[src/rtl/trace_pkg.sv]
// rtl/trace_pkg.sv - shared record type, wildcard constant and FSM states for the trace checker
package trace_pkg;

  // Also the check-sync stall poison value, so poisoned fields never fail a compare.
  localparam logic [31:0] TRACE_WILDCARD = 32'hDEADBEEF;

  typedef struct packed {
    logic [31:0] pc;
    logic [31:0] data;
    logic [31:0] addr;
  } trace_rec_t;

  typedef enum logic [1:0] {
    IDLE = 2'd0,
    RUN  = 2'd1,
    FAIL = 2'd2
  } trace_state_e;

  function automatic logic field_match(input logic [31:0] exp_f, input logic [31:0] obs_f);
    return (exp_f == TRACE_WILDCARD) || (exp_f == obs_f);
  endfunction

endpackage

[src/rtl/trace_fifo.sv]
// rtl/trace_fifo.sv - synchronous FIFO of trace records; wrap-bit pointers give full/empty
module trace_fifo
  import trace_pkg::*;
#(
  parameter int DEPTH = 16
) (
  input  logic       clk,
  input  logic       rst,
  input  logic       push,
  input  trace_rec_t din,
  output logic       full,
  input  logic       pop,
  output trace_rec_t dout,
  output logic       empty
);

  localparam int AW = $clog2(DEPTH);

  trace_rec_t    mem_q [DEPTH];
  logic [AW:0]   wr_ptr_q, wr_ptr_d;
  logic [AW:0]   rd_ptr_q, rd_ptr_d;
  logic          push_ok, pop_ok;

  assign empty   = (wr_ptr_q == rd_ptr_q);
  assign full    = (wr_ptr_q[AW] != rd_ptr_q[AW]) && (wr_ptr_q[AW-1:0] == rd_ptr_q[AW-1:0]);
  assign push_ok = push && !full;
  assign pop_ok  = pop && !empty;
  assign dout    = mem_q[rd_ptr_q[AW-1:0]];

  always_comb begin
    wr_ptr_d = wr_ptr_q;
    rd_ptr_d = rd_ptr_q;
    if (push_ok) wr_ptr_d = wr_ptr_q + (AW+1)'(1);
    if (pop_ok)  rd_ptr_d = rd_ptr_q + (AW+1)'(1);
  end

  always_ff @(posedge clk) begin
    if (rst) begin
      wr_ptr_q <= '0;
      rd_ptr_q <= '0;
    end else begin
      wr_ptr_q <= wr_ptr_d;
      rd_ptr_q <= rd_ptr_d;
    end
  end

  // Storage is not reset; the pointers alone define which entries are live.
  always_ff @(posedge clk) begin
    if (push_ok) mem_q[wr_ptr_q[AW-1:0]] <= din;
  end

endmodule

[config.mk]
export PLATFORM = sky130hd
export DESIGN_NAME = trace_fifo
export DESIGN_NICKNAME = d
export VERILOG_FILES = /design/src/rtl/trace_pkg.sv /design/src/rtl/trace_fifo.sv
export SDC_FILE = /design/constraint.sdc
export NUM_CORES = 1
export LEC_CHECK = 0
export CAP_MARGIN = 25
export CORE_MARGIN = 1
export CORE_UTILIZATION = 26
export CTS_BUF_LIST = sky130_fd_sc_hd__clkbuf_4
export CTS_CLUSTER_SIZE = 14
export DETAILED_ROUTE_END_ITERATION = 8
export GPL_TIMING_DRIVEN = 0
export SLEW_MARGIN = 20
export SYNTH_ARGS = -nofsm -noshare
export SYNTH_HDL_FRONTEND = slang
export SYNTH_SLANG_ARGS = --single-unit
[constraint.sdc]
create_clock -name clk -period 8.4 [get_ports clk]
set_input_delay 1.68 -clock clk [delete_from_list [all_inputs] [get_ports clk]]
set_output_delay 1.68 -clock clk [all_outputs]
set_load 0.02 [all_outputs]
==> Word-level counts from Yosys, hierarchy flattened <==
Memories as Yosys holds them, arrays and structs flattened. A register that Yosys moved wholly into a read port is not among the register bits.
Index checks and enable logic that the tools add are counted.
{ "classes": {"addsub": 2, "n_eq_ne": 3, "muxes": 4, "reduce_logical": 5} }
{ "op_table": {"columns": ["operator", "n"], "rows": [
  ["adder 5 x 1 -> 5 bit (second input constant)", 2],
  ["2-to-1 mux 4 bit", 2],
  ["== test 5 bit", 1],
  ["== test 4 bit", 1],
  ["logical AND 1 bit", 3],
  ["logical NOT 1 bit", 2],
  ["2-to-1 mux 1 bit", 2],
  ["!= test 1 bit", 1]
]} }
{ "word_totals": {"regBits": 10, "mem_bits_rw": 1536, "input_bits": 100, "out_inout_bits": 98, "elab_cells": 17, "n_memories": 1} }
{ "memory_table": {"columns": ["memory", "words", "word_bits", "rd", "rd_ports_with_merged_regs", "write_ports", "line", "rtl"], "rows": [
  ["mem_q", 16, 96, 1, 1, 1, "trace_fifo.sv:19", "trace_rec_t mem_q [DEPTH];"]
]} }

==> Depth between registers and ports, before layout <==
Gate-level depths: netlist of the first run.
{ "logic_depth": {"word_depth": 6, "mapped_depth": 6, "ltp_nobuf": 4} }

==> Worst setup path after synthesis of the first run <==
Ideal clock, no wire load.
{ "synth_path": {"kind": "input port to flip-flop", "from": "input push", "to": "register wr_ptr_q[4]", "setup_time_ns": 0.082, "arrival_ns": 7.198, "t_required_ns": 8.318, "slack_ns": 1.120, "cell_stages": 3, "path_buffers": 0, "path_cell_list": "nand3_1 > a21oi_1 > mux2_2"} }
{ "synth_between": {"elab_chain_cells": 1} }
{ "synth_rtl": {"columns": ["element", "line", "rtl"], "rows": [
  ["start: declaration", "trace_fifo.sv:9", "input logic push,"],
  ["logical AND 1 bit", "trace_fifo.sv:26", "assign push_ok = push && !full;"],
  ["end signal: assignment", "trace_fifo.sv:42", "wr_ptr_q <= wr_ptr_d;"],
  ["end: declaration", "trace_fifo.sv:20", "logic [AW:0] wr_ptr_q, wr_ptr_d;"]
]} }
Every way passes these cells.
A chain may end at the register's enable or synchronous reset.

==> results.py, run 1 <==
metrics = {
    "outcome": {
        "status": "finished, final reports clean",
    },
    "final_layout": {
        "fin_area_um2": 70200,
        "areaGrowthSynthToFinish_pct": 20.1,
        "stdcell_count": 6119,
        "drive_gt1_share_pct": 38.6,
        "final_nets": 2994,
        "fillCellCount": 21209,
    },
    "setup_path": {
        "slowest_stage": "clkbuf_1",
        "critPathMaxStageDelay_ps": 800,
        "crit_path_end_kind": "output port",
        "path_common_cell": "clkbuf_1",
        "cp_max_fo": 10,
        "cp.depth": 5,
        "crit_required_ps": 6720,
        "endpoint": "dout[93]",
        "r2r-start": "wr_ptr_q[3]",
        "reg2reg_depth": 8,
        "path_delay_family": "buffers and inverters",
        "reg2reg_setup_slack_ps": 4930,
        "cp-start-kind": "flop",
        "worst-path-buf-inv": 4,
        "r2r_end": "mem_q[10][43]",
        "path_cells": "clkbuf_1 > clkbuf_1 > clkbuf_1 > mux4_2 > clkdlybuf4s50_1",
        "path_class": "reg2out",
        "crit_arrival_ps": 4730,
    },
    "placed_design": {
        "place_congestion": 0.687,
        "io_buffers": 196,
        "place_inst": 5456,
        "place_area_um2": 65500,
        "dp.final_hpwl_um": 92200,
        "place_ws_ps": 3240,
    },
    "timing": {
        "relSlewSlack_pct": 33.6,
        "fin_skew_ps": 72.3,
        "hold_ws_ps": 569,
        "setup_viol": 0,
        "drv_slew": 0,
        "fmax_mhz": 156,
        "fin_ws_ps": 1990,
        "period_needed_ps": 6410,
        "worst_pin_slew_ps": 995,
        "post-route-period-util_pct": 76.3,
        "rsz0062_at_grt": "no",
        "finalHoldViolations": 0,
    },
    "routing": {
        "route.detailed.drc": 0,
        "vias": 27558,
        "ant_nets": 0,
        "dr.pass1.iters": 5,
        "avgViaCountPerCell": 4.50,
        "drt_wl_total_um": 152000,
        "drtIter0Drc": 2681,
        "wl_per_cell_um": 24.9,
    },
    "pwr": {
        "p_leak_nw": 21.2,
        "p_per_area_nw_per_um2": 245,
        "irDropWorstVdd_mv": 0.103,
    },
    "clocking": {
        "cts_htree_levels": 5,
        "cts_hold_buf": 0,
        "clock_sinks": 1550,
        "clk_pin_slew_ps": 60,
        "cts_buffers": 405,
        "clk_latency_ps": 1300,
        "cts_tree": "yes",
        "post_cts_buffers": 0,
        "ctsResizeCount": 0,
        "cts-root-buf": "clkbuf_4",
        "clockBufferDepth": 4,
    },
    "yosys": {
        "avgSynthCellArea_um2": 26.2,
        "synth_cell_types": 34,
        "yosysWarnings": 0,
        "ys_seq_area_share_pct": 79.4,
        "synth_area_um2": 58400,
        "synthMuxAreaShare_pct": 18.6,
        "synthAdderAreaFrac_pct": 0.107,
        "synthXorXnorAreaFrac_pct": 0.0899,
        "synth_compound_area_share_pct": 0.255,
        "synth_top_family_by_area": "multiplexers",
        "syn_nets": 2335,
        "synth_simple_gate_area_share_pct": 0.402,
        "ys_ff_latch": 1550,
        "synthCells": 2230,
    },
    "min_path": {
        "holdCritPathClass": "reg2reg",
        "min_from": "rd_ptr_q[1]",
    },
    "global_routing": {
        "overflow": 0,
        "grt_pass1_wl_um": 215000,
        "grt_pass1_vias": 29422,
        "grt_max_degree": 36,
        "grt_util_all_layers_pct": 13.3,
        "antenna_found_initial": 50,
    },
    "die": {
        "die_area_um2": 227000,
        "fp.dieH_um": 476,
        "core_um2": 223000,
        "start_util_pct": 26.2,
        "ios": 198,
        "rows": 173,
        "dieWidth_um": 476,
    },
    "job": {
        "max_cap_violations": 0,
    },
}
-- layer usage --
layer | routed length [um] | up-vias | share of wire (%) | track usage, %
met1 | 61800 | 14714 | 41 | 16.6
met3 | 12900 | 271 | 8.5 | 4.64
met5 | 310 | - | 0.20 | 0
met4 | 3120 | 52 | 2.0 | 4.27
li1 | - | 11414 | - | -
met2 | 74100 | 1107 | 49 | 21.5
-- synth_stat cells, drive strengths merged --
library cell	count	area share [%]
a211o	1	0.015
a211oi	2	0.026
a21boi	1	0.019
a21oi	5	0.043
a311o	2	0.034
and2	1	0.011
and3	12	0.13
and4	6	0.090
buf	56	0.70
clkbuf	57	0.37
clkinv	1	0.0064
dfxtp	14	0.48
edfxtp	1536	79
ha	5	0.11
inv	8	0.051
mux2	5	0.096
mux2i	2	0.034
mux4	480	18
nand2	3	0.019
nand3	2	0.017
nand4	4	0.043
nor2	8	0.051
nor2b	3	0.032
nor4	1	0.011
o2111ai	1	0.015
o211ai	1	0.013
o21ai	2	0.017
o311ai	4	0.060
o31ai	1	0.013
xnor2	5	0.075
xor2	1	0.015
-- flip-flops by register name (all words and copies together) (netlist names), named ones only --
name and count:
mem_q 1536, wr_ptr_q 5, rd_ptr_q 5
-- power by group --
group	switching [mW]	internal, mW	leakage (nW)
registers	0.0217	8.60	14.0
logic	1.31	1.21	4.41
clock network	2.91	3.16	2.83
total	4.24	13.0	21.2
-- placed cells by master, fill, tap and decap left out, types with 9 or more instances in the layout --
master           synthesis  layout
buf_6                   10      13
buf_16                   0      26
clkdlybuf4s50_1          0     196
clkinv_2                 0      10
clkbuf_4                 0     580
and3_4                   0      11
mux4_2                 480     480
clkbuf_1                57      50
diode_2                  0       9
clkinv_1                 1      58
buf_4                   31      31
edfxtp_1              1536    1536
buf_12                   0      25
dfxtp_1                 14      14
-- cell type report --
| cell class | instances | area (um2) | area share [%] |
|---|---|---|---|
| Antenna cell | 9 | 22.5 | 0.0321 |
| Buffer | 113 | 634 | 0.904 |
| Clock buffer | 580 | 4350 | 6.20 |
| Clock inverter | 73 | 318 | 0.453 |
| Inverter | 9 | 33.8 | 0.0481 |
| Multi-Input combinational cell | 558 | 11500 | 16.3 |
| Sequential cell | 1550 | 46400 | 66.1 |
| Tap cell | 2975 | 3720 | 5.30 |
| Timing Repair Buffer | 252 | 3240 | 4.62 |
-- worst min-delay path by stage --
stage	endpoint	cells past startpoint
2_1_floorplan	flop	2
3_3_place_gp	rd_ptr_q[1]	2
3_5_place_dp	rd_ptr_q[1]	2
4_1_cts	rd_ptr_q[1]	2
5_1_grt	rd_ptr_q[1]	2
6_report	rd_ptr_q[1]	2
-- metrics by stage --
step | TNS, ps | power (mW) | utilization, %
final | 0 | 17.2 | 31.5
after global routing | 0 | 18.0 | 31.5
after floorplan | 0 | 10.3 | -
after CTS | 0 | 17.5 | 31.5
after detailed placement | 0 | 11.4 | 29.4
after global placement | -1272860 | 11.4 | 28.8
-- cell families after synthesis --
logic type	count (synthesis)
compound gates	20
xor+xnor	6
fa+ha+maj	5
buf+inv	122
flops	1550
mux	487
simple gates	40
-- tightest hold or removal path, cell delays in order, from the launching register on --
cell and delay (ps):
dfxtp_1 350, nand2_1 100, mux2i_1 70
(Power assumes the default switching activity.)
==> inputs of run 2 (changes only) <==
==> constraint.sdc (replaced) <==
create_clock -name clk -period 5.85 [get_ports clk]
set_input_delay 1.17 -clock clk [delete_from_list [all_inputs] [get_ports clk]]
set_output_delay 1.17 -clock clk [all_outputs]
set_load 0.02 [all_outputs]
==> results.py, run 2 (synthesized netlist as in run 1, its figures left out) <==
metrics = {
    "outcome": {
        "status": "finished, final reports clean",
    },
    "timing": {
        "worst_pin_slew_ps": 981,
        "drv_slew": 0,
        "fin_ws_ps": 256,
        "fmax_mhz": 179,
        "period_needed_ps": 5590,
        "post-route-period-util_pct": 95.6,
        "setup_viol": 0,
        "relSlewSlack_pct": 34.6,
        "fin_skew_ps": 99.7,
        "finalHoldViolations": 0,
    },
    "setup_path": {
        "reg2reg_depth": 8,
        "path_class": "reg2out",
        "r2r_end": "mem_q[9][68]",
        "cp_max_fo": 10,
        "crit_required_ps": 4680,
        "r2r-start": "rd_ptr_q[3]",
        "crit_arrival_ps": 4420,
        "cp-start-kind": "flop",
        "reg2reg_setup_slack_ps": 2460,
        "crit_path_end_kind": "output port",
    },
    "final_layout": {
        "fillCellCount": 21181,
        "fin_area_um2": 70300,
        "layout_common_cells": "1536 x edfxtp_1, 551 x clkbuf_4, 480 x mux4_2, 196 x clkdlybuf4s50_1, 78 x clkinv_1",
        "largest_reg_flops": 1536,
        "drive_gt1_share_pct": 39.0,
        "final_nets": 2988,
        "areaGrowthSynthToFinish_pct": 20.3,
        "multi_input_area_um2": 11500,
        "layout_commonest_cell": "edfxtp_1",
        "seq_area_um2": 46400,
    },
    "pwr": {
        "p_leak_nw": 21.3,
        "p_per_area_nw_per_um2": 350,
        "p_sw_mw": 6.05,
        "p_clk_share_pct": 34.9,
        "internal_power_mw": 18.5,
        "total_power_mw": 24.6,
        "irDropWorstVdd_mv": 0.136,
        "switching_share_pct": 24.6,
        "pwr-share-seq_pct": 50.4,
        "combPwrFrac_pct": 14.7,
    },
    "min_path": {
        "min_path_cells": 3,
        "min_from": "rst",
        "holdCritPathClass": "in2reg",
        "min_to": "wr_ptr_q[4]",
    },
    "die": {
        "ios": 198,
        "start_util_pct": 26.2,
        "dieWidth_um": 476,
        "fp.dieH_um": 476,
        "die_area_um2": 227000,
        "rows": 173,
        "core_um2": 223000,
    },
    "routing": {
        "vias": 27574,
        "drt_wl_total_um": 152000,
        "ant_nets": 0,
        "avgViaCountPerCell": 4.51,
        "route.detailed.drc": 0,
        "wl_per_cell_um": 24.8,
        "dr.pass1.iters": 5,
        "drtIter0Drc": 2566,
    },
    "clocking": {
        "ctsResizeCount": 43,
        "cts-root-buf": "clkbuf_4",
        "cts_htree_levels": 5,
        "clk_pin_slew_ps": 60,
        "clockBufferDepth": 4,
        "post_cts_buffers": 0,
        "clock_sinks": 1550,
        "cts_tree": "yes",
        "clk_latency_ps": 1300,
        "cts_hold_buf": 0,
        "cts_buffers": 400,
    },
    "global_routing": {
        "grt_pass1_wl_um": 214000,
        "grt_max_degree": 35,
        "grt_util_all_layers_pct": 13.2,
        "overflow": 0,
        "grt_pass1_vias": 29443,
        "antenna_found_initial": 51,
    },
    "placed_design": {
        "place_area_um2": 65600,
        "place_congestion": 0.676,
        "place_ws_ps": 808,
        "dp.final_hpwl_um": 90100,
        "io_buffers": 196,
    },
    "job": {
        "max_cap_violations": 0,
    },
}
-- run 2: changes by cell type in the layout (fill, tap and decap cells not counted), sizes merged, moves of 4 or more --
cell           previous run  this run
clkbuf                  637       606
clkdlybuf4s15             0         5
clkinv                   69        90
buf                     112       108
-- run 2: area by class of cell --
cell class                      instances  area share, %
Inverter                                9         0.0481
Buffer                                112           1.01
Timing Repair Buffer                  252           4.75
Tap cell                             2975           5.30
Antenna cell                            7         0.0249
Clock inverter                         96          0.657
Clock buffer                          551           5.89
Sequential cell                      1550           66.0
Multi-Input combinational cell        558           16.3
-- run 2: worst max-delay path by stage --
stage / startpoint / depth (start not counted) / slack (ps) / endpoint
6_report: flop / 6 / 260 / dout[18]
5_1_grt: flop / 6 / -2 / dout[18]
4_1_cts: flop / 6 / 10 / dout[1]
3_5_place_dp: flop / 5 / 810 / dout[94]
3_3_place_gp: push / 4 / -3360 / wr_ptr_q[4]
2_1_floorplan: push / 3 / 1380 / wr_ptr_q[4]
-- run 2: per-stage QoR --
step                std cells  utilization, %  setup TNS [ps]  hold WS [ps]
CTS                      6103            31.5               0           258
detailed placement       5457            29.5               0           531
finish                   6110            31.6               0           441
floorplan                2230               -               0           498
global route             6108            31.6           -1.99           361
global placement         5401            28.8        -3855220           533
-- run 2: critical path, cell delays in order, from the launching register on --
cell and delay, ps:
dfxtp_1 320, buf_2 170, clkbuf_2 520, clkdlybuf4s15_2 570, mux4_2 390, mux4_2 580
clkdlybuf4s50_1 590
-- run 2: layer usage --
layer	wire length [um]	track usage, %	vias to the layer above
li1	-	-	11412
met2	74300	21.5	998
met1	63900	17.1	14858
met3	10800	3.85	258
met5	267	0	-
met4	2640	3.81	48
-- run 2: power by group through the flow --
stage | logic (mW) | registers (mW) | clock network [mW]
after CTS | 3.76 | 12.4 | 8.87
after detailed placement | 3.75 | 12.6 | 0
after floorplan | 2.20 | 12.6 | 0
after global routing | 3.87 | 12.4 | 9.40
final | 3.62 | 12.4 | 8.58
after global placement | 3.69 | 12.6 | 0
==> inputs of run 3 (changes only) <==
--- a/config.mk
+++ b/config.mk
@@ -12,6 +12,7 @@
 export CTS_CLUSTER_SIZE = 14
 export DETAILED_ROUTE_END_ITERATION = 8
 export GPL_TIMING_DRIVEN = 0
+export MAX_ROUTING_LAYER = met4
 export SLEW_MARGIN = 20
 export SYNTH_ARGS = -nofsm -noshare
 export SYNTH_HDL_FRONTEND = slang
==> results.py, run 3 (synthesized netlist as in run 1, its figures left out) <==
metrics = {
    "final_layout": {
        "layout_common_cells": "1536 x edfxtp_1, 551 x clkbuf_4, 480 x mux4_2, 196 x clkdlybuf4s50_1, 78 x clkinv_1",
        "final_nets": 2988,
        "fillCellCount": 21173,
        "finish.utilization_pct": 31.6,
        "fin_area_um2": 70400,
        "drive_gt1_share_pct": 39.0,
        "largest_reg_flops": 1536,
        "seq_area_um2": 46400,
        "multi_input_area_um2": 11500,
        "stdcell_count": 6136,
        "layout_commonest_cell": "edfxtp_1",
        "areaGrowthSynthToFinish_pct": 20.4,
    },
    "die": {
        "core_um2": 223000,
        "rows": 173,
        "fp.dieH_um": 476,
        "dieWidth_um": 476,
        "die_area_um2": 227000,
        "ios": 198,
        "start_util_pct": 26.2,
    },
    "timing": {
        "setup_viol": 0,
        "fmax_mhz": 178,
        "finalHoldViolations": 0,
        "fin_skew_ps": 103,
        "drv_slew": 0,
        "hold_ws_ps": 425,
        "worst_pin_slew_ps": 986,
        "fin_ws_ps": 221,
        "post-route-period-util_pct": 96.2,
        "period_needed_ps": 5630,
        "relSlewSlack_pct": 34.3,
        "fin_tns_setup_ps": 0,
    },
    "pwr": {
        "p_leak_nw": 21.3,
        "p_per_area_nw_per_um2": 349,
        "irDropWorstVdd_mv": 0.138,
        "total_power_mw": 24.6,
    },
    "placed_design": {
        "place_congestion": 0.682,
        "place_inst": 5457,
        "dp.final_hpwl_um": 90100,
        "io_buffers": 196,
        "place_ws_ps": 808,
        "place_area_um2": 65600,
    },
    "min_path": {
        "min_path_cells": 3,
        "holdCritPathClass": "in2reg",
    },
    "global_routing": {
        "grt_util_all_layers_pct": 13.6,
        "overflow": 0,
        "antenna_found_initial": 51,
        "grt_pass1_vias": 29394,
        "grt_pass1_wl_um": 214000,
        "grt_max_degree": 35,
    },
    "routing": {
        "drt_wl_total_um": 152000,
        "route.detailed.drc": 0,
        "dr.pass1.iters": 5,
        "wl_per_cell_um": 24.7,
        "avgViaCountPerCell": 4.48,
        "drtIter0Drc": 2596,
        "vias": 27515,
        "ant_nets": 0,
    },
    "setup_path": {
        "cp_max_fo": 11,
        "reg2reg_depth": 8,
        "path_class": "reg2out",
        "cp-start-kind": "flop",
        "path_cells": "buf_2 > clkbuf_2 > clkdlybuf4s15_2 > mux4_2 > mux4_2 > clkdlybuf4s50_1",
        "crit_arrival_ps": 4460,
        "path_common_cell": "mux4_2",
        "crit_required_ps": 4680,
        "crit_path_end_kind": "output port",
        "slowest_stage": "clkdlybuf4s15_2",
        "critPathMaxStageDelay_ps": 580,
    },
    "clocking": {
        "clockBufferDepth": 4,
        "post_cts_buffers": 0,
        "cts_buffers": 400,
        "clock_sinks": 1550,
        "cts_htree_levels": 5,
        "clk_latency_ps": 1310,
        "clk_pin_slew_ps": 60,
        "cts-root-buf": "clkbuf_4",
        "cts_tree": "yes",
    },
    "job": {
        "max_cap_violations": 0,
    },
    "outcome": {
        "status": "finished, final reports clean",
    },
}
==> run 3: what timing repair did <==
action / CTS / global route
endpoints found under the hold margin: 0 / 0
hold buffers: 0 / 0
gates cloned: 0 / 0
gates resized for setup: 43 / 1
endpoints found under the setup margin: 96 / 1
==> run 3: final timing paths <==
kind                             startpoint      endpoint  slack (ps)
worst max-delay path                   flop      dout[18]         220
worst min-delay path                    rst   wr_ptr_q[4]         430
worst max register to register  wr_ptr_q[0]  mem_q[9][68]        2460
worst min register to register  rd_ptr_q[1]   rd_ptr_q[1]         560
==> run 3: layout make-up <==
class	instances	share of cell area [%]
clock inverter	96	0.656
inverter	9	0.0480
sequential	1550	66.0
tap	2975	5.29
timing repair buffer	252	4.75
antenna	33	0.117
buffer	112	1.00
multi-input combinational	558	16.3
clock buffer	551	5.88
==> run 3: power breakdown <==
group / switching [mW] / leakage, nW / total (mW) / internal [mW]
registers: 0.0318 / 14.0 / 12.4 / 12.3
logic: 1.88 / 4.57 / 3.63 / 1.75
clock network: 4.15 / 2.75 / 8.58 / 4.43
total: 6.06 / 21.3 / 24.6 / 18.5
==> run 3: critical path: cells and delay by family (launching register included) <==
kind,cells,cell delay (ps)
mux,2,960
buf+inv,4,1860
flops,1,320
==> run 3: metal layers <==
| layer | track usage, % | up-vias | routed length (um) |
|---|---|---|---|
| met3 | 3.86 | 219 | 10500 |
| met2 | 21.5 | 996 | 74200 |
| met1 | 17.1 | 14851 | 64300 |
| li1 | - | 11449 | - |
| met5 | - | - | 0 |
| met4 | 3.87 | 0 | 2670 |
